===== src/rtl/prio_enc_pkg.sv =====
// Shared constants, helpers and node record for the pipelined priority encoder.
package prio_enc_pkg;

   localparam int unsigned LeafW   = 4;
   localparam int unsigned MaxIdxW = 8;

   // Ceiling log4, i.e. number of radix-4 tree levels needed to cover n leaves.
   function automatic int unsigned clog4(int unsigned n);
      int unsigned lvl = 0;
      int unsigned cap = 1;
      for (int i = 0; i < 16; i++) begin
         if (cap < n) begin
            cap = cap * 4;
            lvl++;
         end
      end
      return lvl;
   endfunction

   // Node count at a tree level; a non power-of-4 top level collapses to one radix-2 node.
   function automatic int unsigned lvl_nodes(int unsigned width, int unsigned lvl);
      int unsigned n;
      n = width >> (2 * (lvl + 1));
      return (n == 0) ? 1 : n;
   endfunction

   typedef struct packed {
      logic               any;
      logic [MaxIdxW-1:0] idx;
   } node_t;

endpackage


===== src/rtl/prio_enc_pipe_if.sv =====
// Request/result bundle between a requester and the pipelined priority encoder.
interface prio_enc_pipe_if #(
   parameter int unsigned WIDTH = 16
);
   localparam int unsigned IDX_W = $clog2(WIDTH);

   logic             in_valid;
   logic [WIDTH-1:0] din;
   logic             ce;
   logic             out_valid;
   logic             out_found;
   logic [IDX_W-1:0] out_idx;
   logic [WIDTH-1:0] out_onehot;
   logic [WIDTH-1:0] out_resid;

   modport master (
      output in_valid, din, ce,
      input  out_valid, out_found, out_idx, out_onehot, out_resid
   );

   modport slave (
      input  in_valid, din, ce,
      output out_valid, out_found, out_idx, out_onehot, out_resid
   );

endinterface


===== src/rtl/prio_enc_node4.sv =====
// Registered 4-input lowest-first combine: picks the lowest child with any set and
// prefixes its index with the child number.
module prio_enc_node4 #(
   parameter  int unsigned ChildIdxW  = 0,
   parameter  int unsigned SimEmulate = 0,
   localparam int unsigned CIW        = (ChildIdxW == 0) ? 1 : ChildIdxW,
   localparam int unsigned OutW       = ChildIdxW + 2
) (
   input  logic             clk,
   input  logic             ce,
   input  logic [3:0]       child_any,
   input  logic [4*CIW-1:0] child_idx,
   output logic             any_q,
   output logic [OutW-1:0]  idx_q
);

   logic [1:0]      sel;
   logic [CIW-1:0]  chosen;
   logic [OutW-1:0] idx_d;

   // Both variants agree whenever any child is set; sel is a don't-care otherwise.
   if (SimEmulate != 0) begin : g_beh
      always_comb begin
         sel = 2'd0;
         for (int i = 3; i >= 0; i--) begin
            if (child_any[i]) sel = 2'(i);
         end
      end
   end else begin : g_opt
      always_comb begin
         casez (child_any)
            4'b???1: sel = 2'd0;
            4'b??10: sel = 2'd1;
            4'b?100: sel = 2'd2;
            default: sel = 2'd3;
         endcase
      end
   end

   always_comb begin
      chosen = child_idx[CIW-1:0];
      for (int i = 1; i < 4; i++) begin
         if (sel == 2'(i)) chosen = child_idx[i*CIW +: CIW];
      end
   end

   if (ChildIdxW == 0) begin : g_leaf
      logic unused_chosen;
      assign unused_chosen = ^chosen;
      assign idx_d = sel;
   end else begin : g_inner
      assign idx_d = {sel, chosen};
   end

   always_ff @(posedge clk) begin
      if (ce) begin
         any_q <= |child_any;
         idx_q <= idx_d;
      end
   end

endmodule


===== src/rtl/prio_enc_pipe.sv =====
// Pipelined LSB-first priority encoder: radix-4 tree, one register per level, with
// found flag, one-hot grant and residual vector for iterative scans.
module prio_enc_pipe
   import prio_enc_pkg::*;
#(
   parameter  int unsigned WIDTH       = 16,
   parameter  int unsigned RESID_EN    = 1,
   parameter  int unsigned SIM_EMULATE = 0,
   localparam int unsigned IDX_W       = $clog2(WIDTH),
   localparam int unsigned LAT         = (clog4(WIDTH) > 1) ? clog4(WIDTH) : 1
) (
   input logic            clk,
   input logic            rst,
   prio_enc_pipe_if.slave bus
);

   localparam int unsigned NLeaf = WIDTH / LeafW;

   node_t [LAT-1:0][NLeaf-1:0] tree;
   logic  [LAT-1:0]            vld_q;
   logic  [WIDTH-1:0]          din_last;
   logic  [IDX_W-1:0]          top_idx;
   logic  [WIDTH-1:0]          onehot;
   logic                       found;
   logic                       unused_tree;

   for (genvar k = 0; k < LAT; k++) begin : g_lvl
      localparam int unsigned NN  = lvl_nodes(WIDTH, k);
      localparam int unsigned CW  = 2 * k;
      localparam int unsigned CIW = (CW == 0) ? 1 : CW;

      for (genvar n = 0; n < NLeaf; n++) begin : g_node
         if (n < NN) begin : g_used
            logic [3:0]       c_any;
            logic [4*CIW-1:0] c_idx;
            logic             any_q;
            logic [CW+1:0]    idx_q;

            if (k == 0) begin : g_leaf
               assign c_any = bus.din[4*n +: 4];
               assign c_idx = '0;
            end else begin : g_inner
               for (genvar c = 0; c < 4; c++) begin : g_ch
                  // Radix-2 top level: children 2 and 3 do not exist.
                  if (4 * n + c < lvl_nodes(WIDTH, k - 1)) begin : g_live
                     assign c_any[c]              = tree[k-1][4*n+c].any;
                     assign c_idx[c*CIW +: CIW]   = tree[k-1][4*n+c].idx[CIW-1:0];
                  end else begin : g_pad
                     assign c_any[c]              = 1'b0;
                     assign c_idx[c*CIW +: CIW]   = '0;
                  end
               end
            end

            prio_enc_node4 #(
               .ChildIdxW  (CW),
               .SimEmulate (SIM_EMULATE)
            ) u_node (
               .clk       (clk),
               .ce        (bus.ce),
               .child_any (c_any),
               .child_idx (c_idx),
               .any_q     (any_q),
               .idx_q     (idx_q)
            );

            assign tree[k][n] = {any_q, MaxIdxW'(idx_q)};
         end else begin : g_empty
            assign tree[k][n] = '0;
         end
      end
   end

   assign unused_tree = ^tree;

   always_ff @(posedge clk) begin
      if (rst) begin
         vld_q <= '0;
      end else if (bus.ce) begin
         vld_q[0] <= bus.in_valid;
         for (int i = 1; i < LAT; i++) vld_q[i] <= vld_q[i-1];
      end
   end

   if (RESID_EN != 0) begin : g_resid
      logic [WIDTH-1:0] din_q [LAT];
      always_ff @(posedge clk) begin
         if (bus.ce) begin
            din_q[0] <= bus.din;
            for (int i = 1; i < LAT; i++) din_q[i] <= din_q[i-1];
         end
      end
      assign din_last = din_q[LAT-1];
   end else begin : g_no_resid
      assign din_last = '0;
   end

   assign top_idx = tree[LAT-1][0].idx[IDX_W-1:0];
   assign found   = vld_q[LAT-1] & tree[LAT-1][0].any;
   assign onehot  = found ? (WIDTH'(1) << top_idx) : '0;

   assign bus.out_valid  = vld_q[LAT-1];
   assign bus.out_found  = found;
   assign bus.out_idx    = found ? top_idx : '0;
   assign bus.out_onehot = onehot;
   assign bus.out_resid  = vld_q[LAT-1] ? (din_last & ~onehot) : '0;

endmodule

===== src/flat_wrapper.sv =====
// flat-port wrapper written by rule: the top's interface ports become plain ports
module prio_enc_pipe_flat import prio_enc_pkg::*;
#(
   parameter  int unsigned WIDTH       = 16,
   parameter  int unsigned RESID_EN    = 1,
   parameter  int unsigned SIM_EMULATE = 0,
   localparam int unsigned IDX_W       = $clog2(WIDTH),
   localparam int unsigned LAT         = (clog4(WIDTH) > 1) ? clog4(WIDTH) : 1
)
  (clk, rst, bus_in_valid, bus_din, bus_ce, bus_out_valid, bus_out_found, bus_out_idx, bus_out_onehot, bus_out_resid);
  prio_enc_pipe_if #(.WIDTH(WIDTH)) bus_i ();
  input logic clk;
  input logic rst;
  input wire logic [$bits(bus_i.in_valid)-1:0] bus_in_valid;
  input wire logic [$bits(bus_i.din)-1:0] bus_din;
  input wire logic [$bits(bus_i.ce)-1:0] bus_ce;
  output wire logic [$bits(bus_i.out_valid)-1:0] bus_out_valid;
  output wire logic [$bits(bus_i.out_found)-1:0] bus_out_found;
  output wire logic [$bits(bus_i.out_idx)-1:0] bus_out_idx;
  output wire logic [$bits(bus_i.out_onehot)-1:0] bus_out_onehot;
  output wire logic [$bits(bus_i.out_resid)-1:0] bus_out_resid;
  assign bus_i.in_valid = bus_in_valid;
  assign bus_i.din = bus_din;
  assign bus_i.ce = bus_ce;
  assign bus_out_valid = bus_i.out_valid;
  assign bus_out_found = bus_i.out_found;
  assign bus_out_idx = bus_i.out_idx;
  assign bus_out_onehot = bus_i.out_onehot;
  assign bus_out_resid = bus_i.out_resid;
  prio_enc_pipe #(.WIDTH(WIDTH), .RESID_EN(RESID_EN), .SIM_EMULATE(SIM_EMULATE)) u_core (.clk(clk), .rst(rst), .bus(bus_i));
endmodule

===== config.mk =====
export PLATFORM = sky130hd
export DESIGN_NAME = prio_enc_pipe_flat
export DESIGN_NICKNAME = d
export VERILOG_FILES = /design/src/rtl/prio_enc_pkg.sv /design/src/rtl/prio_enc_pipe_if.sv /design/src/rtl/prio_enc_node4.sv /design/src/rtl/prio_enc_pipe.sv /design/src/flat_wrapper.sv
export SDC_FILE = /design/constraint.sdc
export NUM_CORES = 1
export LEC_CHECK = 0
export BUFFER_PORTS_ARGS = -buffer_cell sky130_fd_sc_hd__buf_2
export CAP_MARGIN = 5
export CORE_UTILIZATION = 55
export DETAILED_ROUTE_END_ITERATION = 10
export HOLD_SLACK_MARGIN = 0.15
export PLACE_DENSITY = 0.83
export SLEW_MARGIN = 20
export SYNTH_ARGS = -nofsm -noshare
export SYNTH_HDL_FRONTEND = slang
export SYNTH_SLANG_ARGS = --single-unit

===== constraint.sdc =====
create_clock -name clk -period 2.9 [get_ports clk]
set_clock_uncertainty 0.2 [all_clocks]
set_input_delay 0.435 -clock clk [delete_from_list [all_inputs] [get_ports clk]]
set_output_delay 0.435 -clock clk [all_outputs]
set_load 0.1 [all_outputs]

Yosys cells after proc, flatten, opt, wreduce, memory -nomap -nowiden. Memory sizes are Yosys's and may differ from the RTL's. Cells that the tools add are included.

Bitwise gates (word level): 3. Reductions and logical operators: 5. Shifts and indexed selects: 1. Multiplexer cells: 13. Equality and inequality tests: 13.

Operator list (count): 2-to-1 mux 16 bit (2); case mux 2 bit (3 select lines) (5); OR reduction 4 bit (5); AND 16 bit (1); NOT 16 bit (1); << shifter 1 x 4 -> 16 bit, first input constant (1); equality test 3 bit, second input constant (5); equality test 2 bit, second input constant (7); 2-to-1 mux 2 bit (3); 2-to-1 mux 4 bit (1); equality test 2 x 1 -> 1 bit, second input constant (1); 2-to-1 mux 1 bit (2); AND 1 bit (1).

Flip-flop bits (word level): 19. Memories kept: 1. Input port bits: 20. Bits in writable memories: 32. Output and inout bits: 38.

Memory list: u_core.g_resid.din_q (words 2, width 16, rd ports 2, clocked after Yosys merged registers in 0, write ports 2, line prio_enc_pipe.sv:86) `logic [WIDTH-1:0] din_q [LAT];`.

Depth between registers and ports, before layout.
Word-level depth: 6. Gate-level depth with buffers: 4. Gate-level depth less buffers: 2.

Cells and area by module. From an unflattened synthesis, not the netlist that was laid out.

Cell total of the unflattened synthesis: 142. Area, all modules: 2119.5 µm².

Modules (own cells, without submodules): prio_enc_pipe (sequential area each 1001.0 µm², area an instance 1423.9 µm², cells each 92, times used 1); prio_enc_node4 at u_core.g_lvl[0].g_node[0].g_used.u_node ... (sequential area each 90.1 µm², area an instance 116.4 µm², cells each 8, times used 4); prio_enc_node4 at u_core.g_lvl[1].g_node[0].g_used.u_node (sequential area each 150.1 µm², area an instance 230.2 µm², cells each 18, times used 1).

Least setup slack after synthesis. OpenSTA, ideal clock, no wires.

Path type: flip-flop to output port. From: register u_core.vld_q[1]. To: output port bus_out_onehot[0]. Cell stages (with the launch flop): 5. Path buffers: 2. Path slack: -1.250 ns. Arrival time: 3.515 ns. Path through: dfxtp_1 -> buf_4 -> nand4bb_1 -> buf_2 -> nor3_1.

Cells in the longest elaborated chain, start to end: 2.

RTL lines: start: declaration (line prio_enc_pipe.sv:20) `logic [LAT-1:0] vld_q;`; start signal: assignment (line prio_enc_pipe.sv:78) `vld_q <= '0;`; AND 1 bit (line prio_enc_pipe.sv:99) `assign found = vld_q[LAT-1] & tree[LAT-1][0].any;`; 2-to-1 mux 16 bit (line prio_enc_pipe.sv:100) `assign onehot = found ? (WIDTH'(1) << top_idx) : '0;`; end: declaration (line flat_wrapper.sv:20) `output wire logic [$bits(bus_i.out_onehot)-1:0] bus_out_onehot;`.

Every way passes these cells.

Worst setup path in the final report.
From: register u_core.g_lvl[1].g_node[0].g_used.u_node.idx_q[2]. To: output port bus_out_resid[3].

Cells in the longest elaborated chain, start to end: 5.

RTL lines: start: declaration (line prio_enc_node4.sv:14) `output logic [OutW-1:0] idx_q`; start signal: assignment (line prio_enc_node4.sv:58) `idx_q <= idx_d;`; << shifter 1 x 4 -> 16 bit (line prio_enc_pipe.sv:100); 2-to-1 mux 16 bit (line prio_enc_pipe.sv:100); NOT 16 bit (line prio_enc_pipe.sv:106) `assign bus.out_resid = vld_q[LAT-1] ? (din_last & ~onehot) : '0;`; AND 16 bit (line prio_enc_pipe.sv:106); 2-to-1 mux 16 bit (line prio_enc_pipe.sv:106); end: declaration (line flat_wrapper.sv:21) `output wire logic [$bits(bus_i.out_resid)-1:0] bus_out_resid;`.

Every way passes these cells.

==> metrics.txt <==
status complete, no violations; tightest hold margin 179 ps; IR drop worst, VDD 0.502 mV; final cell area excluding filler cells between 2000 and 3000 sq um; min cycle time layout approximately 2700 ps; GP Congestion around 0.72; clock network latency to the later pin of the worst-skew pair approximately 300 ps; vias in the first global route roughly 1300; fraction of layout cells with a size suffix above 1 0.375; initial core utilization 0.569; Post-Syn Area approximately 2100 sq um; non-filler cells, final around 260; pin count of the biggest net entering global routing between 50 and 60; post-detailed-route DRC marker count 0; transition at the pin with the smallest max-transition slack 505 ps; number of nets in the layout 235; Overall Power between 1000 and 1500 uW; DR WL/cell 15.1 microns; worst-case headroom to the max-slew limit 0.663; total nets after synthesis between 150 and 200; DIE AREA about 4000 sq um; height of the die 63.6 microns; Worst Reg2Reg Path Length in Cells 2; critical path capture point type primary output; total overflow reported by the global router 0; maximum clock rate ~370 MHz; Post-Syn Instances between 100 and 150; most used standard cells in the synthesized netlist edfxtp_1 (49), nor2_1 (24), o211a_1 (12); die boundary width 63.6 microns; worst reg2reg startpoint u_core.g_lvl[0].g_node[0].g_used.u_node.any_q$_DFFE_PP_; number of antenna violations at the first check in global routing 0; # H-tree levels 2; max-cap check violation count 0; area used by multi-input combinational logic ~560 sq um; unrepaired setup endpoints after global routing false; number of inserted diodes 0; clock tree from TritonCTS done; I/O Pins 58; Reg2Reg Setup Slack 1580 ps; Final Max Slew Viols 0; library cell with the highest instance count after synthesis edfxtp_1; Register Area between 1500 and 2000 sq um; type of the worst setup path flop to primary output; leakage dissipation between 0.001 and 0.0015 uW; number of vias per cell about 5.3; placed cell count about 240; required arrival time at the worst endpoint approximately 2300 ps; Via Count approximately 1400; origin of the worst setup path u_core.g_lvl[1].g_node[0].g_used.u_node.idx_q[2]$_DFFE_PP_; main area contributors after synthesis edfxtp_1 (71%), o211a_1 (5.8%), nor2_1 (4.3%); initial DRC count 170; Worst Setup EP bus_out_resid[3]; post-synthesis to final-layout area growth 30.0%; CP Launch Type flop; maximum number of buffers from clock root to sink 2; critical path arrival just over 2000 ps; cell at the root of the clock tree clkbuf_8; prevailing post-synth register cell edfxtp_1; Critical R2R Capture u_core.g_lvl[1].g_node[0].g_used.u_node.idx_q[1]$_DFFE_PP_; core box area 3660 sq um; flop and latch count out of synthesis 51; FFs w/ async S/R, synth 0; Std-Cell Rows 22; Setup violations, final 0; distinct cell type count of the synthesized netlist 23; class of the tightest hold or removal check primary input to flop; setup total negative slack 0 ps; number of clock buffers inserted by TritonCTS 5; Final Hold Viols 0; global-route wire length before repair 6410 microns; dominant cell type by area after synthesis edfxtp_1; register area share after synthesis 0.725; overall fraction of global-route tracks in use 0.219; Clock Sinks 51; count of buffers inserted at the top-level ports 57; half-perimeter wire length after placement 2650 microns; Ys Warns 0; fraction of post-synthesis cell area in the top cell type by area 0.706; iteration count of the initial detailed-routing pass 4; average size of a mapped cell 14.8 sq um; final wirelength ~4000 microns; count of antenna-violating nets left after detailed routing 0; share of the clock period used by the worst path after layout 0.929; clock transition at the register clock pins on the worst setup and hold paths after CTS roughly 80 ps; number of enable flip-flop cells after synthesis 49; FILL cells ~250; areal power density over the cells 529 nW/um^2; post-CTS setup buffer count 0; critical path peak fanout 12; total cell area at the placement stage 2460 sq um
## power breakdown
| group | total, uW | switching, uW | internal (uW) | leakage (uW) |
|---|---|---|---|---|
| clock network | 375 | 203 | 171 | 0.0000395 |
| logic | 155 | 104 | 50.7 | 0.000689 |
| registers | 903 | 34.3 | 869 | 0.000496 |
## placed cells by master, fill, tap and decap left out
| cell | Yosys | layout |
|---|---|---|
| nand4b_2 | 1 | 1 |
| buf_2 | 5 | 57 |
| nor2_2 | 0 | 9 |
| clkbuf_1 | 2 | 3 |
| nor3_2 | 0 | 3 |
| dfxtp_2 | 0 | 1 |
| buf_4 | 2 | 1 |
| nand2b_1 | 2 | 2 |
| nor2b_1 | 2 | 2 |
| nor3_4 | 0 | 1 |
| o211a_1 | 12 | 12 |
| mux2i_1 | 4 | 4 |
| nand2_1 | 6 | 6 |
| nand4b_4 | 1 | 1 |
| nand4bb_1 | 1 | 1 |
| nand4_2 | 1 | 1 |
| buf_12 | 0 | 1 |
| clkbuf_8 | 0 | 5 |
| o311a_1 | 4 | 4 |
| nor2_1 | 24 | 15 |
| nor3b_1 | 2 | 2 |
| a21oi_1 | 5 | 5 |
| inv_1 | 5 | 5 |
| and2_1 | 1 | 1 |
| a211oi_1 | 2 | 2 |
| dlygate4sd3_1 | 0 | 17 |
| edfxtp_1 | 49 | 49 |
| dfxtp_1 | 2 | 1 |
| and3_1 | 4 | 4 |
## critical path: stages (launching register included)
cell      delay, ps
edfxtp_1        670
nand2b_1        450
o211a_1         220
buf_2           420
## area by class of cell
cell class                 instances  share of cell area
tap                               48              0.0222
sequential                        51               0.558
multi-input combinational         76               0.205
inverter                           5             0.00693
timing repair buffer              76               0.178
clock buffer                       8              0.0295
## timing repair
action                    CTS  global route
hold buffers               17             0
hold endpoints to repair   18             0
gates resized for setup     0             0
## logic make-up (layout without fill, tap and decap cells)
logic type             count (synthesis)  in the layout  synth area share
AOI/OAI and AO/OA                     23             23            0.0960
buffers and inverters                 14             89            0.0318
DFF                                   51             51             0.725
muxes                                  4              4            0.0192
and+or+nand+nor                       49             49             0.128
## worst min path at each step
stage | startpoint | end | cells after the start
2_1_floorplan | u_core.g_resid.din_q[0][0]$_DFFE_PP_ | u_core.g_resid.din_q[0][16]$_DFFE_PP_ | 0
3_3_place_gp | u_core.g_resid.din_q[0][12]$_DFFE_PP_ | u_core.g_resid.din_q[0][28]$_DFFE_PP_ | 0
3_5_place_dp | u_core.g_resid.din_q[0][4]$_DFFE_PP_ | u_core.g_resid.din_q[0][20]$_DFFE_PP_ | 0
4_1_cts | bus_in_valid | u_core.vld_q[0]$_SDFFE_PP0P_ | 3
5_1_grt | bus_in_valid | u_core.vld_q[0]$_SDFFE_PP0P_ | 3
6_report | bus_in_valid | u_core.vld_q[0]$_SDFFE_PP0P_ | 3
## metal layers
| layer | global-route usage | wire length [microns] | vias up |
|---|---|---|---|
| li1 | - | - | 678 |
| met1 | 0.254 | 1520 | 662 |
| met2 | 0.368 | 2130 | 55 |
| met3 | 0.0543 | 209 | 9 |
| met4 | 0.122 | 120 | 0 |
| met5 | 0 | 0 | - |
## stage by stage
step                      worst slack [ps]  utilization
after floorplan                       -106            -
after global placement                 623        0.672
after detailed placement               553        0.672
after CTS                              220        0.740
after global routing                   120        0.740
final                                  206        0.740
## state kept, by name (all words and copies together) (netlist names)
name / cells
u_core.g_lvl.g_node.g_used.u_node.any_q: 5
u_core.g_lvl.g_node.g_used.u_node.idx_q: 12
u_core.vld_q: 2
u_core.g_resid.din_q: 32
Note: power is estimated with default switching activity, not from simulation.
